File: src/rtl/uart_wb_host_pkg.sv
// rtl/uart_wb_host_pkg.sv - shared types and constants for the Amber UART Wishbone host
// FSM states, flag register bit positions, init values and UART register offsets.
package uart_wb_host_pkg;

  typedef enum logic [2:0] {
    INIT_LCRH,
    INIT_LCRM,
    INIT_LCRL,
    INIT_CR,
    POLL_FR,
    WR_DR,
    RD_DR
  } state_t;

  localparam int FR_TXFE = 7;
  localparam int FR_RXFF = 6;
  localparam int FR_TXFF = 5;
  localparam int FR_RXFE = 4;

  // 8-bit words with FIFOs enabled; UART enabled with all interrupts masked
  localparam logic [7:0] LCRH_VALUE = 8'h70;
  localparam logic [7:0] CR_VALUE   = 8'h01;

  localparam logic [15:0] AMBER_UART_DR   = 16'h0000;
  localparam logic [15:0] AMBER_UART_LCRH = 16'h0008;
  localparam logic [15:0] AMBER_UART_LCRM = 16'h000c;
  localparam logic [15:0] AMBER_UART_LCRL = 16'h0010;
  localparam logic [15:0] AMBER_UART_CR   = 16'h0014;
  localparam logic [15:0] AMBER_UART_FR   = 16'h0018;

  function automatic logic [31:0] reg_addr(input logic [31:0] base, input logic [15:0] offset);
    return base + {16'd0, offset};
  endfunction

endpackage

File: src/rtl/wb_single_master.sv
// rtl/wb_single_master.sv - one-shot Wishbone access engine with ack timeout
// done/fail are combinational so the caller can act on the ack cycle itself.
module wb_single_master #(
  parameter logic [7:0] TIMEOUT = 8'd255
) (
  input  logic        clk,
  input  logic        rst,
  input  logic        req,
  input  logic        req_we,
  input  logic [31:0] req_adr,
  input  logic [31:0] req_dat,
  output logic [31:0] wb_adr,
  output logic [3:0]  wb_sel,
  output logic        wb_we,
  output logic [31:0] wb_dat,
  input  logic [31:0] wb_rdat,
  output logic        wb_cyc,
  output logic        wb_stb,
  input  logic        wb_ack,
  input  logic        wb_err,
  output logic        done,
  output logic        fail,
  output logic [7:0]  rd_byte
);

  logic [7:0] wait_cnt;
  logic       unused_rdat;

  assign wb_sel      = 4'hf;
  assign rd_byte     = wb_rdat[7:0];
  assign unused_rdat = ^wb_rdat[31:8];
  assign done        = wb_cyc && wb_ack;
  // err and timeout both end the access without the data being trusted
  assign fail        = wb_cyc && !wb_ack && (wb_err || (wait_cnt == TIMEOUT - 8'd1));

  always_ff @(posedge clk or posedge rst) begin
    if (rst) begin
      wb_cyc   <= 1'b0;
      wb_stb   <= 1'b0;
      wb_we    <= 1'b0;
      wb_adr   <= 32'd0;
      wb_dat   <= 32'd0;
      wait_cnt <= 8'd0;
    end else if (wb_cyc) begin
      if (done || fail) begin
        wb_cyc <= 1'b0;
        wb_stb <= 1'b0;
      end else begin
        wait_cnt <= wait_cnt + 8'd1;
      end
    end else if (req) begin
      wb_cyc   <= 1'b1;
      wb_stb   <= 1'b1;
      wb_we    <= req_we;
      wb_adr   <= req_adr;
      wb_dat   <= req_dat;
      wait_cnt <= 8'd0;
    end
  end

endmodule

File: src/rtl/uart_wb_host.sv
// rtl/uart_wb_host.sv - programs an Amber UART, then shuttles bytes between streams and its DR
// Polls FR and services TX/RX with a 1-bit round-robin when both are ready.
module uart_wb_host
  import uart_wb_host_pkg::*;
#(
  parameter logic [31:0] UART_BASE = 32'h1600_0000,
  parameter logic [11:0] BAUD_DIV  = 12'd13,
  parameter logic [7:0]  TIMEOUT   = 8'd255
) (
  input  logic        i_clk,
  input  logic        i_rst,
  output logic [31:0] o_wb_adr,
  output logic [3:0]  o_wb_sel,
  output logic        o_wb_we,
  output logic [31:0] o_wb_dat,
  input  logic [31:0] i_wb_dat,
  output logic        o_wb_cyc,
  output logic        o_wb_stb,
  input  logic        i_wb_ack,
  input  logic        i_wb_err,
  input  logic        i_tx_valid,
  input  logic [7:0]  i_tx_data,
  output logic        o_tx_ready,
  output logic        o_rx_valid,
  output logic [7:0]  o_rx_data,
  input  logic        i_rx_ready,
  output logic        o_init_done,
  output logic        o_error
);

  state_t      state;
  logic        pending;
  logic        req;
  logic        req_we;
  logic [31:0] req_adr;
  logic [31:0] req_dat;
  logic        done;
  logic        fail;
  logic [7:0]  rd_byte;
  logic [7:0]  tx_hold;
  logic        tx_hold_vld;
  logic        last_tx;
  logic        acc_we;
  logic [15:0] acc_off;
  logic [7:0]  acc_byte;
  logic        tx_pend;
  logic        rx_pend;

  assign o_tx_ready = o_init_done && !tx_hold_vld;
  assign tx_pend    = tx_hold_vld && !rd_byte[FR_TXFF];
  assign rx_pend    = !o_rx_valid && !rd_byte[FR_RXFE];

  always_comb begin
    acc_we   = 1'b1;
    acc_off  = AMBER_UART_DR;
    acc_byte = 8'd0;
    case (state)
      INIT_LCRH: begin acc_off = AMBER_UART_LCRH; acc_byte = LCRH_VALUE; end
      INIT_LCRM: begin acc_off = AMBER_UART_LCRM; acc_byte = {4'd0, BAUD_DIV[11:8]}; end
      INIT_LCRL: begin acc_off = AMBER_UART_LCRL; acc_byte = BAUD_DIV[7:0]; end
      INIT_CR:   begin acc_off = AMBER_UART_CR;   acc_byte = CR_VALUE; end
      POLL_FR:   begin acc_off = AMBER_UART_FR;   acc_we = 1'b0; end
      WR_DR:     acc_byte = tx_hold;
      RD_DR:     acc_we = 1'b0;
      default:   acc_we = 1'b0;
    endcase
  end

  always_ff @(posedge i_clk or posedge i_rst) begin
    if (i_rst) begin
      state       <= INIT_LCRH;
      pending     <= 1'b0;
      req         <= 1'b0;
      req_we      <= 1'b0;
      req_adr     <= 32'd0;
      req_dat     <= 32'd0;
      tx_hold     <= 8'd0;
      tx_hold_vld <= 1'b0;
      o_rx_valid  <= 1'b0;
      o_rx_data   <= 8'd0;
      last_tx     <= 1'b1;
      o_init_done <= 1'b0;
      o_error     <= 1'b0;
    end else begin
      req <= 1'b0;
      if (i_tx_valid && o_tx_ready) begin
        tx_hold     <= i_tx_data;
        tx_hold_vld <= 1'b1;
      end
      if (i_rx_ready && o_rx_valid)
        o_rx_valid <= 1'b0;

      if (!pending) begin
        pending <= 1'b1;
        req     <= 1'b1;
        req_we  <= acc_we;
        req_adr <= reg_addr(UART_BASE, acc_off);
        req_dat <= {24'd0, acc_byte};
      end else if (fail) begin
        // init writes retry in place; DR accesses fall back to a fresh FR poll
        o_error <= 1'b1;
        pending <= 1'b0;
        if (state == WR_DR || state == RD_DR)
          state <= POLL_FR;
      end else if (done) begin
        pending <= 1'b0;
        case (state)
          INIT_LCRH: state <= INIT_LCRM;
          INIT_LCRM: state <= INIT_LCRL;
          INIT_LCRL: state <= INIT_CR;
          INIT_CR: begin
            o_init_done <= 1'b1;
            state       <= POLL_FR;
          end
          POLL_FR: begin
            if (rx_pend && (!tx_pend || last_tx)) begin
              state   <= RD_DR;
              last_tx <= 1'b0;
            end else if (tx_pend) begin
              state   <= WR_DR;
              last_tx <= 1'b1;
            end
          end
          WR_DR: begin
            tx_hold_vld <= 1'b0;
            state       <= POLL_FR;
          end
          RD_DR: begin
            o_rx_data  <= rd_byte;
            o_rx_valid <= 1'b1;
            state      <= POLL_FR;
          end
          default: state <= POLL_FR;
        endcase
      end
    end
  end

  wb_single_master #(.TIMEOUT(TIMEOUT)) u_master (
    .clk     (i_clk),
    .rst     (i_rst),
    .req     (req),
    .req_we  (req_we),
    .req_adr (req_adr),
    .req_dat (req_dat),
    .wb_adr  (o_wb_adr),
    .wb_sel  (o_wb_sel),
    .wb_we   (o_wb_we),
    .wb_dat  (o_wb_dat),
    .wb_rdat (i_wb_dat),
    .wb_cyc  (o_wb_cyc),
    .wb_stb  (o_wb_stb),
    .wb_ack  (i_wb_ack),
    .wb_err  (i_wb_err),
    .done    (done),
    .fail    (fail),
    .rd_byte (rd_byte)
  );

endmodule

File: config.mk
export PLATFORM = sky130hd
export DESIGN_NAME = uart_wb_host
export DESIGN_NICKNAME = d
export VERILOG_FILES = /design/src/rtl/uart_wb_host_pkg.sv /design/src/rtl/wb_single_master.sv /design/src/rtl/uart_wb_host.sv
export SDC_FILE = /design/constraint.sdc
export NUM_CORES = 1
export LEC_CHECK = 0
export CAP_MARGIN = 40
export CORE_AREA = 5 5 102 85
export DETAILED_ROUTE_END_ITERATION = 10
export DIE_AREA = 0 0 107 90
export GPL_ROUTABILITY_DRIVEN = 1
export PLACE_DENSITY = 0.82
export SYNTH_ARGS = -nofsm -noshare
export SYNTH_HDL_FRONTEND = slang
export SYNTH_SLANG_ARGS = --single-unit
export TNS_END_PERCENT = 50
File: constraint.sdc
create_clock -name i_clk -period 2.05 [get_ports i_clk]
set_input_delay 0.3075 -clock i_clk [delete_from_list [all_inputs] [get_ports i_clk]]
set_output_delay 0.3075 -clock i_clk [all_outputs]
set_load 0.03 [all_outputs]
# Word level (Yosys, flattened, before mapping)

Cells that the tools add are included.

Add/subtract/negate cells: 2
Eq/ne operators: 11
Muxes and demuxes: 34
Bitwise operators: 2
Reductions and logical operators: 32

Operators with widths:

| kind                                                 | number |
|---|---|
| one-hot mux 8 bit (4 select lines)                   | 1 |
| adder 29 x 16 -> 30 bit (first input constant)       | 1 |
| one-hot mux 5 bit (5 select lines)                   | 1 |
| 2-to-1 mux 8 bit                                     | 3 |
| 2-to-1 mux 1 bit                                     | 23 |
| 2-to-1 mux 3 bit                                     | 5 |
| one-hot mux 3 bit (4 select lines)                   | 1 |
| AND reduction 4 bit                                  | 3 |
| equality test 3 bit (second input constant)          | 3 |
| logical AND 1 bit                                    | 9 |
| adder 8 x 1 -> 8 bit (second input constant)         | 1 |
| equality test 8 bit (second input constant)          | 1 |
| AND reduction 2 bit                                  | 4 |
| equality test 3 x 2 -> 1 bit (second input constant) | 2 |
| zero test 1 bit                                      | 6 |
| != test 2 bit (second input constant)                | 3 |
| nonzero test 2 bit                                   | 3 |
| AND reduction 5 bit                                  | 1 |
| OR reduction 5 bit                                   | 1 |
| logical OR 1 bit                                     | 4 |
| != test 4 x 3 -> 1 bit (second input constant)       | 1 |
| equality test 3 x 1 -> 1 bit (second input constant) | 1 |
| zero test 3 bit                                      | 1 |
| inverter 1 bit                                       | 2 |

Register bits after elaboration: 118
Input port bits: 46
Output and inout bits: 83
Logic and storage cells: 100

# Longest topological paths before layout

Depth in word-level cells: 9
Gate-level depth with buffers: 6
Gate-level depth less buffers: 6

# Modules after synthesis

From an unflattened synthesis, not the netlist that was laid out.

Cell total of the unflattened synthesis: 487
Area, all modules: 4,793.3 um^2

By module, submodules not included:

| module           | times used | cells each | area each (um^2) | sequential area each (um^2) |
|---|---|---|---|---|
| wb_single_master | 1          | 351        | 3,120.5          | 1,876.8 |
| uart_wb_host     | 1          | 136        | 1,672.9          | 977.2 |

# Least setup slack after synthesis

No wires, ideal clock.

Path type: flip-flop to flip-flop
Start: register o_init_done
End: register tx_hold[0]
Setup time: 0.125 ns
Arrival: 1.712 ns
Data required time: 1.925 ns
Path slack: 0.214 ns
Cell stages (with the launch flop): 4
Path buffers: 0
Period minus slack after synthesis: 1.836 ns
Path through: dfrtp_1 > nor2b_1 > nand2_1 > mux2_2

Longest elaborated chain between the ends: 2

RTL lines:

| what                     | RTL line            | source |
|---|---|---|
| start: declaration       | uart_wb_host.sv:27  | `output logic o_init_done,` |
| start signal: assignment | uart_wb_host.sv:82  | `o_init_done <= 1'b0;` |
| start signal: assignment | uart_wb_host.sv:112 | `o_init_done <= 1'b1;` |
| logical AND 1 bit        | uart_wb_host.sv:49  | `assign o_tx_ready = o_init_done && !tx_hold_vld;` |
| via o_tx_ready           | uart_wb_host.sv:23  | `output logic o_tx_ready,` |
| logical AND 1 bit        | uart_wb_host.sv:86  | `if (i_tx_valid && o_tx_ready) begin` |
| end signal: assignment   | uart_wb_host.sv:87  | `tx_hold <= i_tx_data;` |
| end: declaration         | uart_wb_host.sv:40  | `logic [7:0] tx_hold;` |

The timed path passes the listed nets, and every way through them passes these cells.
A chain may end at the register's enable or synchronous reset.

# Worst setup path after layout

Start: register tx_hold_vld
End: output port o_tx_ready

Longest elaborated chain between the ends: 2

RTL lines:

| what                     | RTL line            | source |
|---|---|---|
| start: declaration       | uart_wb_host.sv:41  | `logic tx_hold_vld;` |
| start signal: assignment | uart_wb_host.sv:78  | `tx_hold_vld <= 1'b0;` |
| start signal: assignment | uart_wb_host.sv:88  | `tx_hold_vld <= 1'b1;` |
| start signal: assignment | uart_wb_host.sv:125 | `tx_hold_vld <= 1'b0;` |
| zero test 1 bit          | uart_wb_host.sv:49  |  |
| logical AND 1 bit        | uart_wb_host.sv:49  |  |
| end: declaration         | uart_wb_host.sv:23  |  |

Every way passes these cells.

==> impl_metrics.json <==
{
  "cpPeakStageDelay_ns": 0.70,
  "placementRows": 29,
  "syn_to_final_growth_pct": 20.0,
  "r2r-start": "u_master.wait_cnt[0]$_DFFE_PP0P_",
  "multi_input_area_sq_um": 1270,
  "reg2reg_to": "u_master.wait_cnt[5]$_DFFE_PP0P_",
  "die_w_microns": 107,
  "clock-sinks": 62,
  "fill_cells": 675,
  "ys_seq_elements": 62,
  "crit_type": "reg2out",
  "final_nets": 421,
  "via_per_inst": 4.70,
  "grt_max_degree": 24,
  "clk_root_buffer_cell": "clkbuf_8",
  "drive_gt1_share_pct": 10.1,
  "worst_slack_ns": 0.108,
  "leakagePower_nw": 1.84,
  "worstMarginPinSlew_ns": 0.536,
  "grt_overflow": 0,
  "start_util_pct": 41.2,
  "route.detailed.drc": 0,
  "synth_flop_cell": "dfrtp_1",
  "htree_levels": 3,
  "clock_latency_ns": 0.34,
  "place_hpwl_microns": 4710,
  "synth_top_area_share_pct": 48.7,
  "post_drt_wl_per_cell_microns": 13.3,
  "cp_max_fo": 3,
  "slew_violations": 0,
  "power.density_nw_per_um2": 1010,
  "die-height_microns": 90,
  "dr.pass1.iters": 6,
  "cp_num_buf_inv": 1,
  "cp_slowest_cell": "clkdlybuf4s50_1",
  "clockBufferDepth": 2,
  "synthTopCellsByCount": "dfrtp_1, nand2_1, buf_4",
  "seqCellArea_sq_um": 1550,
  "post-place-ws_ns": 0.0668,
  "cts_buffers": 9,
  "rr_worst_depth": 6,
  "critPathArrivalTime_ns": 1.63,
  "design_area_sq_um": 3760,
  "fin_crit_sh_pct": 94.7,
  "yosysSeqAreaShare_pct": 49.5,
  "async_flop_share_pct": 100,
  "maxCapViolations": 0,
  "hold_viol": 0,
  "core-area_sq_um": 7620,
  "n_antenna_cell": 0,
  "vias": 2216,
  "grt_pass1_vias": 2197,
  "grt_setup_unrepaired": "false",
  "antenna_found_initial": 0,
  "clk_pin_slew_worst_paths_ns": 0.07,
  "cts_resized": 0,
  "cts_hold_repair.buffers": 0,
  "cp-end-kind": "output port",
  "syn_avg_cell_area_sq_um": 9.86,
  "rrSetupSlack_ns": 0.22,
  "setup_viol": 0,
  "fmax_mhz": 515,
  "dpl-instance-area_sq_um": 3590,
  "critPathTopFamily": "buffers and inverters",
  "grt_first_pass_wirelength_microns": 10600,
  "fin_setup_tns_ns": 0,
  "synthTopCellsByArea": "dfrtp_1, buf_4, nand2_1",
  "syn_inst": 318,
  "crit_cells": 2,
  "gp_congestion": 0.757,
  "ios": 129,
  "fin_worst_skew_ns": 0.00709,
  "ant_nets": 0,
  "hold_ws_ns": 0.335,
  "crit_required_ns": 1.74,
  "path_cells": "nor2b_1 > clkdlybuf4s50_1",
  "ys_types": 47,
  "wl_microns": 6250,
  "die-area_sq_um": 9630,
  "peakVddDrop_v": 0.000717,
  "synth_area_leader_cell": "dfrtp_1",
  "cts_setup_buffers": 0,
  "drt_iter0_drc": 112,
  "port_buffers": 50,
  "post-route-min-period_ns": 1.94,
  "grt_usage_pct": 13.5,
  "synth_area_sq_um": 3140,
  "crit_path_start_kind": "register",
  "status": "finished, final reports clean",
  "cts_tree": "done",
  "synth_warnings": 0,
  "hold_class": "in2async",
  "slew_headroom_pct": 64.2,
  "synth-edff-count": 0
}
## state kept, by name (all words and copies together) (netlist names)
register and cells:
o_rx_data 8, req_dat 8, tx_hold 8, u_master.wait_cnt 8, u_master.wb_dat 8, req_adr 4
u_master.wb_adr 4, state 3, last_tx 1, o_error 1, o_init_done 1, o_rx_valid 1
pending 1, req 1, req_we 1, tx_hold_vld 1, u_master.wb_cyc 1, u_master.wb_stb 1
u_master.wb_we 1
## metal layers
layer	global-route usage, %	vias to the layer above	share of wire [%]
met5	0	-	0
met4	3.94	0	0.83
met3	4.51	6	7.4
met2	21.1	81	47
met1	17.8	1054	45
li1	-	1075	-
## cells by family after synthesis
| family | share of synthesized area [%] |
|---|---|
| buffers and inverters | 16.2 |
| and+or+nand+nor | 15.8 |
| xor gates and xnor gates | 0.279 |
| muxes | 6.42 |
| DFF | 49.5 |
| adders and majority gates | 0.798 |
| other | 0.239 |
| AOI/OAI and AO/OA | 10.8 |
## worst max-delay path by stage
stage                                      from                                to  slack [ns]
after floorplan                           i_rst               o_error$_DFFE_PP0P_        0.20
after global placement                 i_wb_ack  u_master.wait_cnt[6]$_DFFE_PP0P_        0.11
after global routing      tx_hold_vld$_DFF_PP0_                        o_tx_ready       0.009
final                     tx_hold_vld$_DFF_PP0_                        o_tx_ready        0.11
after CTS                 tx_hold_vld$_DFF_PP0_                        o_tx_ready        0.09
after detailed placement               i_wb_ack  u_master.wait_cnt[6]$_DFFE_PP0P_        0.07
## where the power goes
part / switching (mW) / total, mW / internal, mW
logic: 0.775 / 1.25 / 0.473
clock network: 0.499 / 0.937 / 0.438
registers: 0.177 / 1.61 / 1.43
## cell usage in the layout (no fill, tap or decap), drive strengths merged, types with 2 or more instances in the layout
cell type      instances
a21o                   4
a21oi                  6
a22oi                  3
a31oi                  2
and2                   2
and3                   2
buf                    9
clkbuf                 9
clkdlybuf4s50         50
clkinv                 5
clkinvlp               2
conb                  54
dfrtp                 61
ha                     2
inv                   11
mux2                  17
nand2                 61
nand2b                 5
nand3                  8
nand4                  2
nor2                  10
nor2b                  3
nor3                   2
nor3b                  3
o211ai                 5
o21ai                 18
o2bb2ai                2
o31ai                  2
or3                    2
## through the flow
| stage | power (mW) | utilization (%) | cells |
|---|---|---|---|
| after floorplan | 2.52 | - | 370 |
| after global placement | 2.85 | 47.1 | 455 |
| after detailed placement | 2.89 | 47.1 | 455 |
| after CTS | 3.83 | 49.4 | 471 |
| after global routing | 4.03 | 49.4 | 471 |
| final | 3.80 | 49.4 | 471 |
## final cells by class
type                    count  share of cell area, %
inverters                  11                   1.10
clock inverters             7                   1.36
flip-flops and latches     62                   41.3
well taps                  93                   3.09
repair buffers             59                   16.1
multi-input cells         230                   33.8
clock buffers               9                   3.29
Power figures use the tool's default switching activity.
